## src/rtl/p2s_tx.sv

```systemverilog
// Parallel-to-serial transmitter: MSB-first frames qualified by load, with a one-cycle gap strobe.
// Optional one-word holding register enabled by defining P2S_TX_DOUBLE_BUF_EN.
module p2s_tx #(
  parameter int width = 8
) (
  input  logic             clk,
  input  logic             rst,
  input  logic [width-1:0] parin,
  input  logic             start,
  output logic             ready,
  output logic             serout,
  output logic             load,
  output logic             done
);

  localparam int CW = (width > 1) ? $clog2(width) : 1;
  localparam logic [CW-1:0] LAST = CW'(width - 1);

  typedef enum logic [1:0] {IDLE, SHIFT, GAP} state_t;

  state_t           r_state;
  state_t           w_stateNext;
  logic [width-1:0] r_shift;
  logic [width-1:0] w_shiftNext;
  logic [CW-1:0]    r_cnt;
  logic [CW-1:0]    w_cntNext;
  logic             r_serout;
  logic             r_load;
  logic             r_done;
  logic             r_ready;
  logic             w_seroutNext;
  logic             w_loadNext;
  logic             w_doneNext;
  logic             w_readyNext;
  logic             w_accept;
`ifdef P2S_TX_DOUBLE_BUF_EN
  logic [width-1:0] r_hold;
  logic [width-1:0] w_holdNext;
  logic             r_holdValid;
  logic             w_holdValidNext;
`endif

  assign w_accept = start & r_ready;

  always_comb begin
    w_stateNext = r_state;
    w_shiftNext = r_shift;
    w_cntNext   = r_cnt;
`ifdef P2S_TX_DOUBLE_BUF_EN
    w_holdNext      = r_hold;
    w_holdValidNext = r_holdValid;
`endif
    case (r_state)
      IDLE: begin
        if (w_accept) begin
          w_shiftNext = parin;
          w_cntNext   = '0;
          w_stateNext = SHIFT;
        end
      end
      SHIFT: begin
        w_shiftNext = r_shift << 1;
        if (r_cnt == LAST) begin
          w_stateNext = GAP;
        end else begin
          w_cntNext = r_cnt + 1'b1;
        end
`ifdef P2S_TX_DOUBLE_BUF_EN
        if (w_accept) begin
          w_holdNext      = parin;
          w_holdValidNext = 1'b1;
        end
`endif
      end
      GAP: begin
        w_stateNext = IDLE;
        w_cntNext   = '0;
`ifdef P2S_TX_DOUBLE_BUF_EN
        // A held word has priority; ready is low while one is held, so no new accept can collide.
        if (r_holdValid) begin
          w_shiftNext     = r_hold;
          w_holdValidNext = 1'b0;
          w_stateNext     = SHIFT;
        end else if (w_accept) begin
          w_shiftNext = parin;
          w_stateNext = SHIFT;
        end
`endif
      end
      default: begin
        w_stateNext = IDLE;
        w_shiftNext = '0;
        w_cntNext   = '0;
      end
    endcase

    // Outputs are precomputed from the next state so they can be registered.
    w_loadNext   = (w_stateNext == SHIFT);
    w_seroutNext = (w_stateNext == SHIFT) & w_shiftNext[width-1];
    w_doneNext   = (w_stateNext == GAP);
`ifdef P2S_TX_DOUBLE_BUF_EN
    w_readyNext  = ~w_holdValidNext;
`else
    w_readyNext  = (w_stateNext == IDLE);
`endif
  end

  always_ff @(posedge clk) begin
    if (rst) begin
      r_state  <= IDLE;
      r_shift  <= '0;
      r_cnt    <= '0;
      r_serout <= 1'b0;
      r_load   <= 1'b0;
      r_done   <= 1'b0;
      r_ready  <= 1'b1;
`ifdef P2S_TX_DOUBLE_BUF_EN
      r_hold      <= '0;
      r_holdValid <= 1'b0;
`endif
    end else begin
      r_state  <= w_stateNext;
      r_shift  <= w_shiftNext;
      r_cnt    <= w_cntNext;
      r_serout <= w_seroutNext;
      r_load   <= w_loadNext;
      r_done   <= w_doneNext;
      r_ready  <= w_readyNext;
`ifdef P2S_TX_DOUBLE_BUF_EN
      r_hold      <= w_holdNext;
      r_holdValid <= w_holdValidNext;
`endif
    end
  end

  assign ready  = r_ready;
  assign serout = r_serout;
  assign load   = r_load;
  assign done   = r_done;

endmodule

```

## config.mk

```make
export PLATFORM = sky130hd
export DESIGN_NAME = p2s_tx
export DESIGN_NICKNAME = d
export VERILOG_FILES = /design/src/rtl/p2s_tx.sv
export SDC_FILE = /design/constraint.sdc
export NUM_CORES = 1
export LEC_CHECK = 0
export CELL_PAD_IN_SITES_DETAIL_PLACEMENT = 1
export CELL_PAD_IN_SITES_GLOBAL_PLACEMENT = 1
export CORE_AREA = 2 2 47 49
export CTS_BUF_LIST = sky130_fd_sc_hd__clkbuf_16
export CTS_CLUSTER_SIZE = 14
export DETAILED_ROUTE_END_ITERATION = 10
export DIE_AREA = 0 0 49 51
export GPL_ROUTABILITY_DRIVEN = 0
export PLACE_DENSITY = 0.71
export SLEW_MARGIN = 15
export SYNTH_ARGS = -nofsm -noshare
export SYNTH_HDL_FRONTEND = slang
export SYNTH_SLANG_ARGS = --single-unit
```

## constraint.sdc

```tcl
create_clock -name clk -period 1.75 [get_ports clk]
set_clock_uncertainty 0.05 [all_clocks]
set_input_delay 0.4375 -clock clk [delete_from_list [all_inputs] [get_ports clk]]
set_output_delay 0.4375 -clock clk [all_outputs]
set_load 0.01 [all_outputs]
```

==> results.md <==
- Per-cell routed wire length: 13.8 um
- Die Ht: 51 um
- Worst-margin pin slew: 0.276 ns
- Peak supply drop: 0.632 mV
- CTS Buffer Depth: 2
- Mapped cell area: 673 um^2
- Delay-heaviest family, CP: buffers and inverters
- Multi-input logic area: 312 um^2
- Port bufs: 14
- CP max stage delay: 0.56 ns
- Sink Count: 17
- Slew HR: 81.6%
- Reg area: 340 um^2
- Internal Power: 0.000785 W
- Warning count from the yosys run: 0
- WS Path Type: flip-flop to output port
- Global Route Usage Sum: 14.3%
- Sw frac: 21.9%
- Layout Cells excl Fill: 111
- Nets@finish: 97
- CTS-repair resized insts: 0
- Crit path cell chain: clkdlybuf4s50_1
- Largest net degree at the start of global routing: 11
- Max H-tree Level: 1
- Hold Crit Class: flip-flop to flip-flop
- Status: finished, final reports clean
- Yosys cell types: 24
- I/O Pins: 15
- Slowest CP cell: clkdlybuf4s50_1
- DR vias/cell: 5.05
- Max Fclk: 0.595 GHz
- Switching pwr: 0.000220 W
- Hold buffer count at cts: 0
- Share of cells above drive strength 1: 13.3%
- Fin. max-slew vios: 0
- Die W: 49 um
- Syn_area_per_cell: 10.7 um^2
- 1st-iter DRT viols: 5
- Post-route DRC: 0
- Synth-to-Final Area Change: 40.1%
- Vias: 560
- CP Buf/Inv Count: 1
- Grt ovf: 0
- Logic pwr share: 12.7%
- Post-CTS Setup Bufs: 0
- Final Hold Vio Count: 0
- First-pass GRT wire length: 2.70 mm
- Fin crit period: 1.68 ns
- P_leak: 0.371 nW
- Starting density of the core: 32.6%
- Fillers: 230
- Initial antenna violation count: 0
- Clk pin slew, worst setup/hold paths: 0.05 ns
- Worst hold margin: 0.417 ns
- Initial DRT Pass Iterations: 4
- CTS tree: yes
- Worst Path Required: 1.26 ns
- Number of synthesized register bits: 17
- Core ar.: 2060 um^2
- Mapped Cells: 63
- TNS Setup: 0 ns
- Max-cap violations: 0
- DRT antenna net count: 0
- Root buffer cell: clkbuf_16
- Clock Latency Late Sink: 0.25 ns
- Final Cycle Share: 96.0%
- RSZ-0062 raised after global routing: false
- Clk pwr share: 44.7%
- Placed insts: 107
- Rows: 17
- CP startpoint kind: flip-flop
- Die area: 2500 um^2
- # setup viols final: 0
- Arr. time, crit path: 1.19 ns
- CP Capture Type: output port
- P per Cell Area: 1070 nW/um^2
- Reg power frac: 42.6%
- Hpwl dp: 1.11 mm
- Core Util, Final: 45.7%
- Worst-path fanout max: 5
- Net Count, Synth: 76
- Wirelength, routed: 1.53 mm
- # diodes: 0
- Seq/Total Area, Yosys: 50.6%
- Total CTS buffers: 3
- Vias in the first global route: 601
flip-flops by register name, indices dropped and copies added, names as in the netlist:
signal,flops
load,1
done,1
r_state,2
ready,1
r_cnt,3
r_shift,8
serout,1
layout by cell type (no fill, tap or decap), drive strengths merged, types with 2 or more instances in the layout:
cell type / n
clkbuf: 3
nand3: 3
nand2: 3
o2bb2ai: 6
nand3b: 3
buf: 5
dfxtp: 17
clkdlybuf4s50: 14
a22oi: 7
and3: 2
nand2b: 2
ha: 2
a21oi: 5
area by class of cell:
class                   instances  share of cell area, %
well taps                      28                   3.71
clock inverters                 1                  0.398
multi-input cells              43                   33.0
flip-flops and latches         17                   36.1
repair buffers                 19                   18.8
clock buffers                   3                   7.96
path summary, 6_finish.rpt:
| path | from | to | slack [ns] | cells past startpoint |
|---|---|---|---|---|
| setup / recovery | ready$_SDFF_PP1_ | ready | 0.07 | 1 |
| hold / removal | r_shift[5]$_SDFFE_PP0P_ | r_shift[5]$_SDFFE_PP0P_ | 0.42 | 1 |
| setup reg to reg | r_cnt[0]$_SDFFE_PP0P_ | serout$_SDFF_PP0_ | 0.30 | 5 |
| hold reg to reg | r_shift[5]$_SDFFE_PP0P_ | r_shift[5]$_SDFFE_PP0P_ | 0.42 | 1 |
through the flow:
step	total power, W	area (um^2)	setup WS, ns
6_report	0.00101	943	0.0701
5_1_grt	0.00105	943	0.0195
4_1_cts	0.00102	943	0.0522
3_5_place_dp	0.000565	865	0.0235
3_3_place_gp	0.000560	865	0.0781
2_1_floorplan	0.000504	673	0.459
layer usage:
metal,track usage [%],part of all wire [%],routed length [um]
met1,17.9,47,721
met2,23.1,48,733
met5,0,0,0
met3,5.26,4.0,62
met4,4.29,0.91,14
power by group through the flow:
stage               Clock [W]  Sequential (W)  Combinational (W)
global placement            0        0.000435           0.000124
detailed placement          0        0.000436           0.000129
floorplan                   0        0.000435          0.0000689
global route         0.000481        0.000432           0.000141
finish               0.000449        0.000429           0.000128
CTS                  0.000463        0.000429           0.000130
cell families after synthesis:
| logic type | after synthesis | share of synthesized area [%] |
|---|---|---|
| fa+ha+maj | 2 | 3.72 |
| simple gates | 19 | 17.3 |
| compound gates | 21 | 23.8 |
| buf+inv | 3 | 3.16 |
| flops | 17 | 50.6 |
| mux | 1 | 1.49 |
cell usage after synthesis:
| library cell | count | area (um^2) |
|---|---|---|
| a21o_1 | 1 | 7.51 |
| nor3_1 | 1 | 5.00 |
| o22ai_1 | 1 | 6.26 |
| nand3b_1 | 3 | 22.5 |
| nor2_1 | 1 | 3.75 |
| a21oi_2 | 1 | 8.76 |
| o2bb2ai_1 | 6 | 52.6 |
| nor2b_1 | 1 | 6.26 |
| mux2i_1 | 1 | 10.0 |
| and3b_1 | 1 | 8.76 |
| nand2b_1 | 2 | 12.5 |
| nand3_1 | 3 | 15.0 |
| buf_6 | 1 | 11.3 |
| a21oi_1 | 4 | 20.0 |
| nor3b_2 | 1 | 12.5 |
| and3_1 | 2 | 12.5 |
| dfxtp_1 | 17 | 340 |
| nand2_1 | 3 | 11.3 |
| a22oi_2 | 1 | 12.5 |
| or2_1 | 1 | 6.26 |
| buf_2 | 2 | 10.0 |
| a21boi_1 | 1 | 7.51 |
| ha_1 | 2 | 25.0 |
| a22oi_1 | 6 | 45.0 |
Note: power is estimated with default switching activity, not from simulation.
